`src/rtl/bcd_mod_counter.sv`:
```
// bcd_mod_counter: multi-digit packed-BCD modulo counter with up/down stepping,
// enable-gated prescaler, validated synchronous load and registered one-cycle
// terminal-count / load-error pulses. Digit 0 sits in bits [3:0].
module bcd_mod_counter #(
    parameter int NUM_DIGITS = 2,
    parameter int MODULUS    = 60,
    parameter int PRESCALE   = 1
) (
    input  logic                    clki,
    input  logic                    rs,
    input  logic                    en,
    input  logic                    up_dn,
    input  logic                    load,
    input  logic [4*NUM_DIGITS-1:0] load_val,
    output logic [4*NUM_DIGITS-1:0] count,
    output logic                    tc,
    output logic                    load_err
);

    localparam int W  = 4 * NUM_DIGITS;
    localparam int PW = (PRESCALE > 1) ? $clog2(PRESCALE) : 1;
    localparam logic [PW-1:0] PSC_LAST = PW'(PRESCALE - 1);
    localparam logic [31:0]   MOD_U    = 32'(MODULUS);

    // Binary -> packed BCD, used at elaboration for the down-wrap target.
    function automatic logic [W-1:0] to_bcd(input int v);
        int            r;
        logic [W-1:0]  b;
        r = v;
        b = '0;
        for (int i = 0; i < NUM_DIGITS; i++) begin
            b[4*i +: 4] = 4'(r % 10);
            r = r / 10;
        end
        return b;
    endfunction

    localparam logic [W-1:0] TOP_BCD = to_bcd(MODULUS - 1);

    logic [PW-1:0] psc;
    logic          tick;
    logic          load_ok;
    logic [31:0]   bin;
    logic [W-1:0]  inc_val;
    logic [W-1:0]  dec_val;
    logic [W-1:0]  step_val;
    logic          carry;
    logic          borrow;
    logic [3:0]    dig;
    logic          at_wrap;

    // Tick on the last prescaler phase; with PRESCALE=1 psc stays 0 so tick = en.
    assign tick = en && (psc == PSC_LAST);

    // Load validation: every digit must be decimal and the value below MODULUS.
    always_comb begin
        load_ok = 1'b1;
        bin     = '0;
        for (int i = NUM_DIGITS - 1; i >= 0; i--) begin
            if (load_val[4*i +: 4] > 4'd9) load_ok = 1'b0;
            bin = bin * 32'd10 + {28'd0, load_val[4*i +: 4]};
        end
        if (bin >= MOD_U) load_ok = 1'b0;
    end

    // Ripple BCD increment and decrement of the current count.
    always_comb begin
        inc_val = count;
        dec_val = count;
        carry   = 1'b1;
        borrow  = 1'b1;
        dig     = '0;
        for (int i = 0; i < NUM_DIGITS; i++) begin
            dig = count[4*i +: 4];
            if (carry) begin
                if (dig == 4'd9) begin
                    inc_val[4*i +: 4] = 4'd0;
                end else begin
                    inc_val[4*i +: 4] = dig + 4'd1;
                    carry             = 1'b0;
                end
            end
            if (borrow) begin
                if (dig == 4'd0) begin
                    dec_val[4*i +: 4] = 4'd9;
                end else begin
                    dec_val[4*i +: 4] = dig - 4'd1;
                    borrow            = 1'b0;
                end
            end
        end
    end

    // Modulo wrap overrides the plain BCD step at either end of the range.
    always_comb begin
        at_wrap  = up_dn ? (count == TOP_BCD) : (count == '0);
        step_val = up_dn ? inc_val : dec_val;
        if (at_wrap) step_val = up_dn ? '0 : TOP_BCD;
    end

    // State update: load beats tick; a rejected load freezes psc and count.
    always_ff @(posedge clki or negedge rs) begin
        if (!rs) begin
            count    <= '0;
            psc      <= '0;
            tc       <= 1'b0;
            load_err <= 1'b0;
        end else begin
            tc       <= 1'b0;
            load_err <= 1'b0;
            if (load) begin
                if (load_ok) begin
                    count <= load_val;
                    psc   <= '0;
                end else begin
                    load_err <= 1'b1;
                end
            end else if (en) begin
                psc <= tick ? '0 : psc + PW'(1);
                if (tick) begin
                    count <= step_val;
                    tc    <= at_wrap;
                end
            end
        end
    end

endmodule
```
`config.mk`:
```
export PLATFORM = sky130hd
export DESIGN_NAME = bcd_mod_counter
export DESIGN_NICKNAME = d
export VERILOG_FILES = /design/src/rtl/bcd_mod_counter.sv
export SDC_FILE = /design/constraint.sdc
export NUM_CORES = 1
export LEC_CHECK = 0
export CORE_ASPECT_RATIO = 1.2
export CORE_MARGIN = 3
export CORE_UTILIZATION = 40
export CTS_CLUSTER_DIAMETER = 30
export CTS_CLUSTER_SIZE = 20
export DETAILED_ROUTE_END_ITERATION = 12
export PLACE_DENSITY = 0.76
export SYNTH_ARGS = -nofsm -noshare
export SYNTH_HDL_FRONTEND = slang
export SYNTH_SLANG_ARGS = --single-unit
```
`constraint.sdc`:
```
create_clock -name clki -period 2 [get_ports clki]
set_clock_uncertainty 0.15 [all_clocks]
set_input_delay 0.2 -clock clki [delete_from_list [all_inputs] [get_ports clki]]
set_output_delay 0.2 -clock clki [all_outputs]
set_load 0.005 [all_outputs]
```
==> results of run 1 <==
[final timing paths]
path	to	slack (ns)
max	count[0]$_DFFE_PN0P_	-0.30
min	count[2]$_DFFE_PN0P_	0.10
max reg2reg	count[3]$_DFFE_PN0P_	0
min reg2reg	psc$_DFFE_PN0P_	0.41
max in group asynchronous	count[0]$_DFFE_PN0P_	1.25
min in group clki	count[4]$_DFFE_PN0P_	0.21
[repair_timing]
item,in CTS,in global routing
setup endpoints to repair,10,10
setup buffers,1,0
resized for setup,32,5
pin swaps,17,12
[layer usage]
layer	GRT usage, %	up-vias	share of wire (%)
met5	0	-	0
met4	9.57	0	2.6
met3	1.34	9	3.4
met2	35.0	25	55
met1	22.0	632	39
li1	-	637	-
[report_power, final]
part           leakage [uW]  internal (uW)  switching (uW)  total (uW)
combinational      0.000668            564             457        1020
clock             0.0000150           77.5            83.1         161
sequential         0.000133            291             127         419
[critical path, stage by stage]
cell	delay, ns
buf_8	0.10
ha_4	0.26
ha_4	0.13
inv_2	0.03
fa_2	0.54
nand4bb_1	0.15
nor3_2	0.06
o2111a_2	0.28
a21boi_4	0.23
mux2_4	0.32
[through the flow]
step	setup slack [ns]	cell area [sq um]	utilization (%)	hold WS [ns]	instances
global placement	-0.929	1730	60.0	0.387	221
global route	-0.368	1840	63.5	0.142	226
CTS	-0.405	1810	62.8	0.123	226
floorplan	-0.423	1290	-	-0.246	144
finish	-0.296	1840	63.5	0.102	226
detailed placement	-1.01	1730	60.0	0.385	221
[cell type report]
type                       count  area [sq um]  share of cell area [%]
clock buffer                   4          26.3                    1.43
inverter                      14          52.6                    2.86
multi-input combinational    112           992                    54.1
sequential                    11           275                    15.0
tap                           34          42.5                    2.32
timing repair buffer          51           447                    24.3
[kinds of logic after synthesis]
family / synth area share (%)
compound gates: 29.3
xor+xnor: 2.81
fa+ha+maj: 13.2
buf+inv: 6.92
flops: 22.1
mux: 6.82
simple gates: 18.9
[synthesized netlist by cell type, types with 2 or more instances]
cell,count
mux2_4,3
or3_1,2
a211o_1,2
nand2_1,11
nand3b_1,2
nand3_1,5
dfrtp_1,11
buf_2,6
o22ai_1,2
mux2i_1,4
nor3_1,3
nor2_1,5
o211ai_1,2
xnor2_1,3
a21oi_1,9
inv_1,14
nand2b_1,2
a2bb2oi_1,2
and3b_1,2
ha_1,10
o21ai_0,8
fa_1,2
[sequential cells by signal, indices dropped and copies added (netlist names)]
name	cells
count	8
load_err	1
tc	1
psc	1
[layout by cell type (no fill, tap or decap), types with 2 or more instances in the layout]
cell / instances
buf_4: 27
clkdlybuf4s50_1: 16
inv_1: 13
nand2_1: 11
dfrtp_1: 11
o21ai_0: 8
a21oi_1: 7
ha_1: 6
nand3_1: 5
nor2_1: 5
mux2i_1: 4
ha_4: 4
mux2_4: 3
clkbuf_4: 3
a21oi_2: 2
o211ai_1: 2
and3b_1: 2
a211o_1: 2
nor3_1: 2
or3_1: 2
o22ai_1: 2
xnor2_1: 2
nand3b_1: 2
nand2b_1: 2
a2bb2oi_1: 2
fa_2: 2
buf_8: 2
buf_2: 2
buf_6: 2
==> metrics.md, run 1 <==
| Metric | Value |
|---|---|
| Run status | `finished, violations left` |
| Failing checks | `setup timing` |
| Setup Total Neg Slack | `-1.98 ns` |
| Gpl congestion | `0.844` |
| Initial antenna violation count | `0` |
| Worst min-delay path category | `in2async` |
| Ant diodes | `0` |
| Top cells by area, synth | `dfrtp_1 (22%), ha_1 (10%), inv_1 (4.2%), a21oi_1 (3.6%), mux2_4 (3.6%)` |
| Setup crit start | `load_val[7]` |
| Clk_lat worst skew | `0.28 ns` |
| Drt pass-1 iters | `4` |
| Worst setup EP type | `flip-flop` |
| Largest area contributor in the netlist | `dfrtp_1` |
| Post-DP HPWL | `2690 um` |
| CTS buffer count | `3` |
| Avg WL per Cell | `15.0 um` |
| Final Hold Vio Count | `0` |
| Part of the cycle the worst path needs | `115%` |
| Initial core utilization | `43.2%` |
| Worst R2R Start | `count[0]$_DFFE_PN0P_` |
| Routed Antenna Nets | `0` |
| Cells after Synth | `144` |
| Vias | `1,303` |
| Seq/Total Area, Yosys | `22.1%` |
| PortBufs | `22` |
| Slew @ Worst Pin | `0.510 ns` |
| Main synth FF type | `dfrtp_1` |
| Final WS setup | `-0.296 ns` |
| Startpoint Class | `input pin` |
| Synth top area share | `22.1%` |
| Power, Total | `1600 uW` |
| DRC Markers | `0` |
| Area Overhead vs Synth | `47.1%` |
| Chip height | `67.2 um` |
| Cts hold-fix bufs | `0` |
| FF-to-FF path depth | `7` |
| Post-layout minimum cycle time | `2.30 ns` |
| Crit Path Max Fanout | `4` |
| PD cells | `872 nW/um^2` |
| Synthesized area per cell | `8.66 sq um` |
| Leakage | `0.000816 uW` |
| FILL cells | `252` |
| Relative slew slack | `65.9%` |
| Final Max Slew Viols | `0` |
| Cell Area, Synth | `1250 sq um` |
| Max VDD drop | `0.438 mV` |
| Clock Sinks | `11` |
| Net Count, Synth | `169` |
| Max cap viols | `0` |
| Synth warn | `0` |
| Core area | `2890 sq um` |
| IO Pins | `23` |
| Synth Register Bits | `11` |
| Number of global-route vias before repair | `1,336` |
| H-tree Lvls | `1` |
| Layout cells sized above 1 | `32.3%` |
| Final setup fails | `8` |
| RSZ-0062 raised after global routing | `yes` |
| CTS tree | `done` |
| DR vias/cell | `5.77` |
| Fmax | `436 MHz` |
| CTS max path bufs | `2` |
| Area of the die | `3830 sq um` |
| Crit path arrival time | `2.31 ns` |
| CP required | `2.02 ns` |
| CP Class | `in2reg` |
| Initial DRC Count | `53` |
| Root buf cell | `clkbuf_4` |
| Fin nets | `218` |
| Routed WL | `3380 um` |
| First-pass GRT wire length | `5800 um` |
| Worst-path clk slew | `0.08 ns` |
| Largest net degree at the start of global routing | `14` |
| GR Overflow Total | `0` |
| Number of flops mapped to enable cells by yosys | `0` |
| Die Span X | `57.0 um` |
| Row count | `21` |
| Asr flop ratio synth | `100%` |
| Total GRT Usage | `19.0%` |
| Unique masters post-synth | `56` |
Note: power is estimated with default switching activity, not from simulation.
==> run 2, diff against run 1 <==
--- a/config.mk
+++ b/config.mk
@@ -11,6 +11,7 @@
 export CTS_CLUSTER_DIAMETER = 30
 export CTS_CLUSTER_SIZE = 20
 export DETAILED_ROUTE_END_ITERATION = 12
+export MAX_ROUTING_LAYER = met4
 export PLACE_DENSITY = 0.76
 export SYNTH_ARGS = -nofsm -noshare
 export SYNTH_HDL_FRONTEND = slang
==> metrics.md, run 2 (synthesis results as in run 1) <==
| Metric | Value |
|---|---|
| Worst Path Buf+Inv | `2 (unchanged)` |
| Ant diodes | `0 (unchanged)` |
| Row count | `21 (unchanged)` |
| Most frequent cells in the layout | `buf_4 (27), clkdlybuf4s50_1 (16), inv_1 (13), nand2_1 (11), dfrtp_1 (11) (unchanged)` |
| Worst setup EP type | `flip-flop (unchanged)` |
| Total GRT Usage | `19.5% (was 19.0%)` |
| Final WS setup | `-0.296 ns (about the same)` |
| Pint | `933 uW (about the same)` |
| Flop pwr share | `26.2% (about the same)` |
| CP Class | `in2reg (unchanged)` |
| CTS tree | `done (unchanged)` |
| Worst-path clk slew | `0.08 ns (about the same)` |
| Most common cell after layout, fill and taps aside | `buf_4 (unchanged)` |
| Clock share of power | `10.0% (about the same)` |
| CP required | `2.02 ns (about the same)` |
| Critical Path Slowest Stage Cell | `fa_2 (unchanged)` |
| Initial DRC Count | `53 (unchanged)` |
| DR vias/cell | `5.76 (was 5.77)` |
| Root buf cell | `clkbuf_4 (unchanged)` |
| CTS buffer count | `3 (unchanged)` |
| Initial core utilization | `43.2% (unchanged)` |
| Die Span X | `57.0 um (unchanged)` |
| GR Overflow Total | `0 (unchanged)` |
| Avg WL per Cell | `15.0 um (about the same)` |
| Post-DP HPWL | `2690 um (unchanged)` |
| Final hold slack | `0.0995 ns (was 0.102 ns)` |
| Max VDD drop | `0.439 mV (was 0.438 mV)` |
| IO Pins | `23 (unchanged)` |
| Final setup fails | `8 (unchanged)` |
| Number of global-route vias before repair | `1,336 (unchanged)` |
| Area of the die | `3830 sq um (unchanged)` |
| First-pass GRT wire length | `5800 um (unchanged)` |
| Max stage delay on crit path | `0.54 ns (about the same)` |
| PortBufs | `22 (unchanged)` |
| Fin nets | `218 (unchanged)` |
| Final Hold Vio Count | `0 (unchanged)` |
| H-tree Lvls | `1 (unchanged)` |
| Layout cells sized above 1 | `32.3% (unchanged)` |
| Clk_lat worst skew | `0.28 ns (about the same)` |
| Gpl congestion | `0.857 (was 0.844)` |
| Crit path arrival time | `2.31 ns (about the same)` |
| Power share of the combinational group | `63.8% (about the same)` |
| PD cells | `872 nW/um^2 (about the same)` |
| Drt pass-1 iters | `4 (unchanged)` |
| Power, Total | `1600 uW (about the same)` |
| Initial antenna violation count | `0 (unchanged)` |
| Most common cell on crit path | `ha_4 (unchanged)` |
| Crit Path Max Fanout | `4 (unchanged)` |
| RSZ-0062 raised after global routing | `yes (unchanged)` |
| Core area | `2890 sq um (unchanged)` |
| Final Max Slew Viols | `0 (unchanged)` |
| Post-layout minimum cycle time | `2.30 ns (about the same)` |
| Area Overhead vs Synth | `47.1% (unchanged)` |
| Chip height | `67.2 um (unchanged)` |
| Fmax | `436 MHz (about the same)` |
| Cell family with the largest share of critical-path delay | `adder cells (unchanged)` |
| Sw frac | `41.7% (about the same)` |
| Run status | `finished, violations left (unchanged)` |
| Largest net degree at the start of global routing | `14 (unchanged)` |
| CTS max path bufs | `2 (unchanged)` |
| Relative slew slack | `66.2% (was 65.9%)` |
| Startpoint Class | `input pin (unchanged)` |
| Routed WL | `3390 um (was 3380 um)` |
| Cell Chain, Critical Path | `buf_8, ha_4, ha_4, inv_2, fa_2, nand4bb_1, nor3_2, o2111a_2, a21boi_4, mux2_4 (unchanged)` |
| Worst min-delay path category | `in2async (unchanged)` |
| Max reg flops | `8 (unchanged)` |
| Slew @ Worst Pin | `0.505 ns (was 0.510 ns)` |
| Max cap viols | `0 (unchanged)` |
| Cts hold-fix bufs | `0 (unchanged)` |
| P_sw | `668 uW (was 667 uW)` |
| Part of the cycle the worst path needs | `115% (about the same)` |
| Failing checks | `setup timing (unchanged)` |
| DRC Markers | `0 (unchanged)` |
| Vias | `1,302 (was 1,303)` |
| Clock Sinks | `11 (unchanged)` |
| Routed Antenna Nets | `0 (unchanged)` |
| Most flops, register | `count (unchanged)` |
| Leakage | `0.000816 uW (unchanged)` |
| Pre-CTS WS | `-1.01 ns (unchanged)` |
[run 2: cell counts in the layout (fill, tap and decap cells not counted)]
Identical to the previous run, type by type.
[run 2: metal layers]
layer	global-route usage, %	vias up	share of wire, %
li1	-	634	-
met1	22.0	634	39
met2	35.0	25	55
met3	1.34	9	3.4
met4	9.57	0	2.6
met5	-	-	0
[run 2: metrics by stage]
step | instance area (sq um) | setup TNS (ns) | instances | utilization [%]
CTS | 1810 | -2.79 | 226 | 62.8
detailed placement | 1730 | -9.13 | 221 | 60.0
global route | 1840 | -2.74 | 226 | 63.5
floorplan | 1290 | -2.50 | 144 | -
finish | 1840 | -1.98 | 226 | 63.5
global placement | 1730 | -8.44 | 221 | 60.0
[run 2: final cells by class]
class | count | area (sq um)
Fill cell | 252 | 1050
Multi-Input combinational cell | 112 | 992
Timing Repair Buffer | 51 | 447
Sequential cell | 11 | 275
Inverter | 14 | 52.6
Tap cell | 34 | 42.5
Clock buffer | 4 | 26.3
[run 2: what timing repair did]
| item | CTS | global route |
|---|---|---|
| resized for setup | 32 | 5 |
| setup endpoints to repair | 10 | 10 |
| buffers inserted | 1 | 0 |
| pin swaps | 17 | 12 |
[run 2: worst paths after layout]
kind	startpoint	to	slack, ns	cells after the start
max	load_val[7]	count[0]$_DFFE_PN0P_	-0.30	10
min	rs	count[2]$_DFFE_PN0P_	0.1	1
max reg2reg	count[0]$_DFFE_PN0P_	count[3]$_DFFE_PN0P_	0	7
min reg2reg	psc$_DFFE_PN0P_	psc$_DFFE_PN0P_	0.41	2
max in group asynchronous	rs	count[0]$_DFFE_PN0P_	1.26	1
min in group clki	load_val[4]	count[4]$_DFFE_PN0P_	0.21	4
[run 2: power groups by stage]
stage,combinational (uW),clock [uW],sequential (uW)
after global routing,1130,173,437
final,1020,161,419
after floorplan,647,0,369
after detailed placement,993,0,420
after global placement,965,0,415
after CTS,1020,160,416
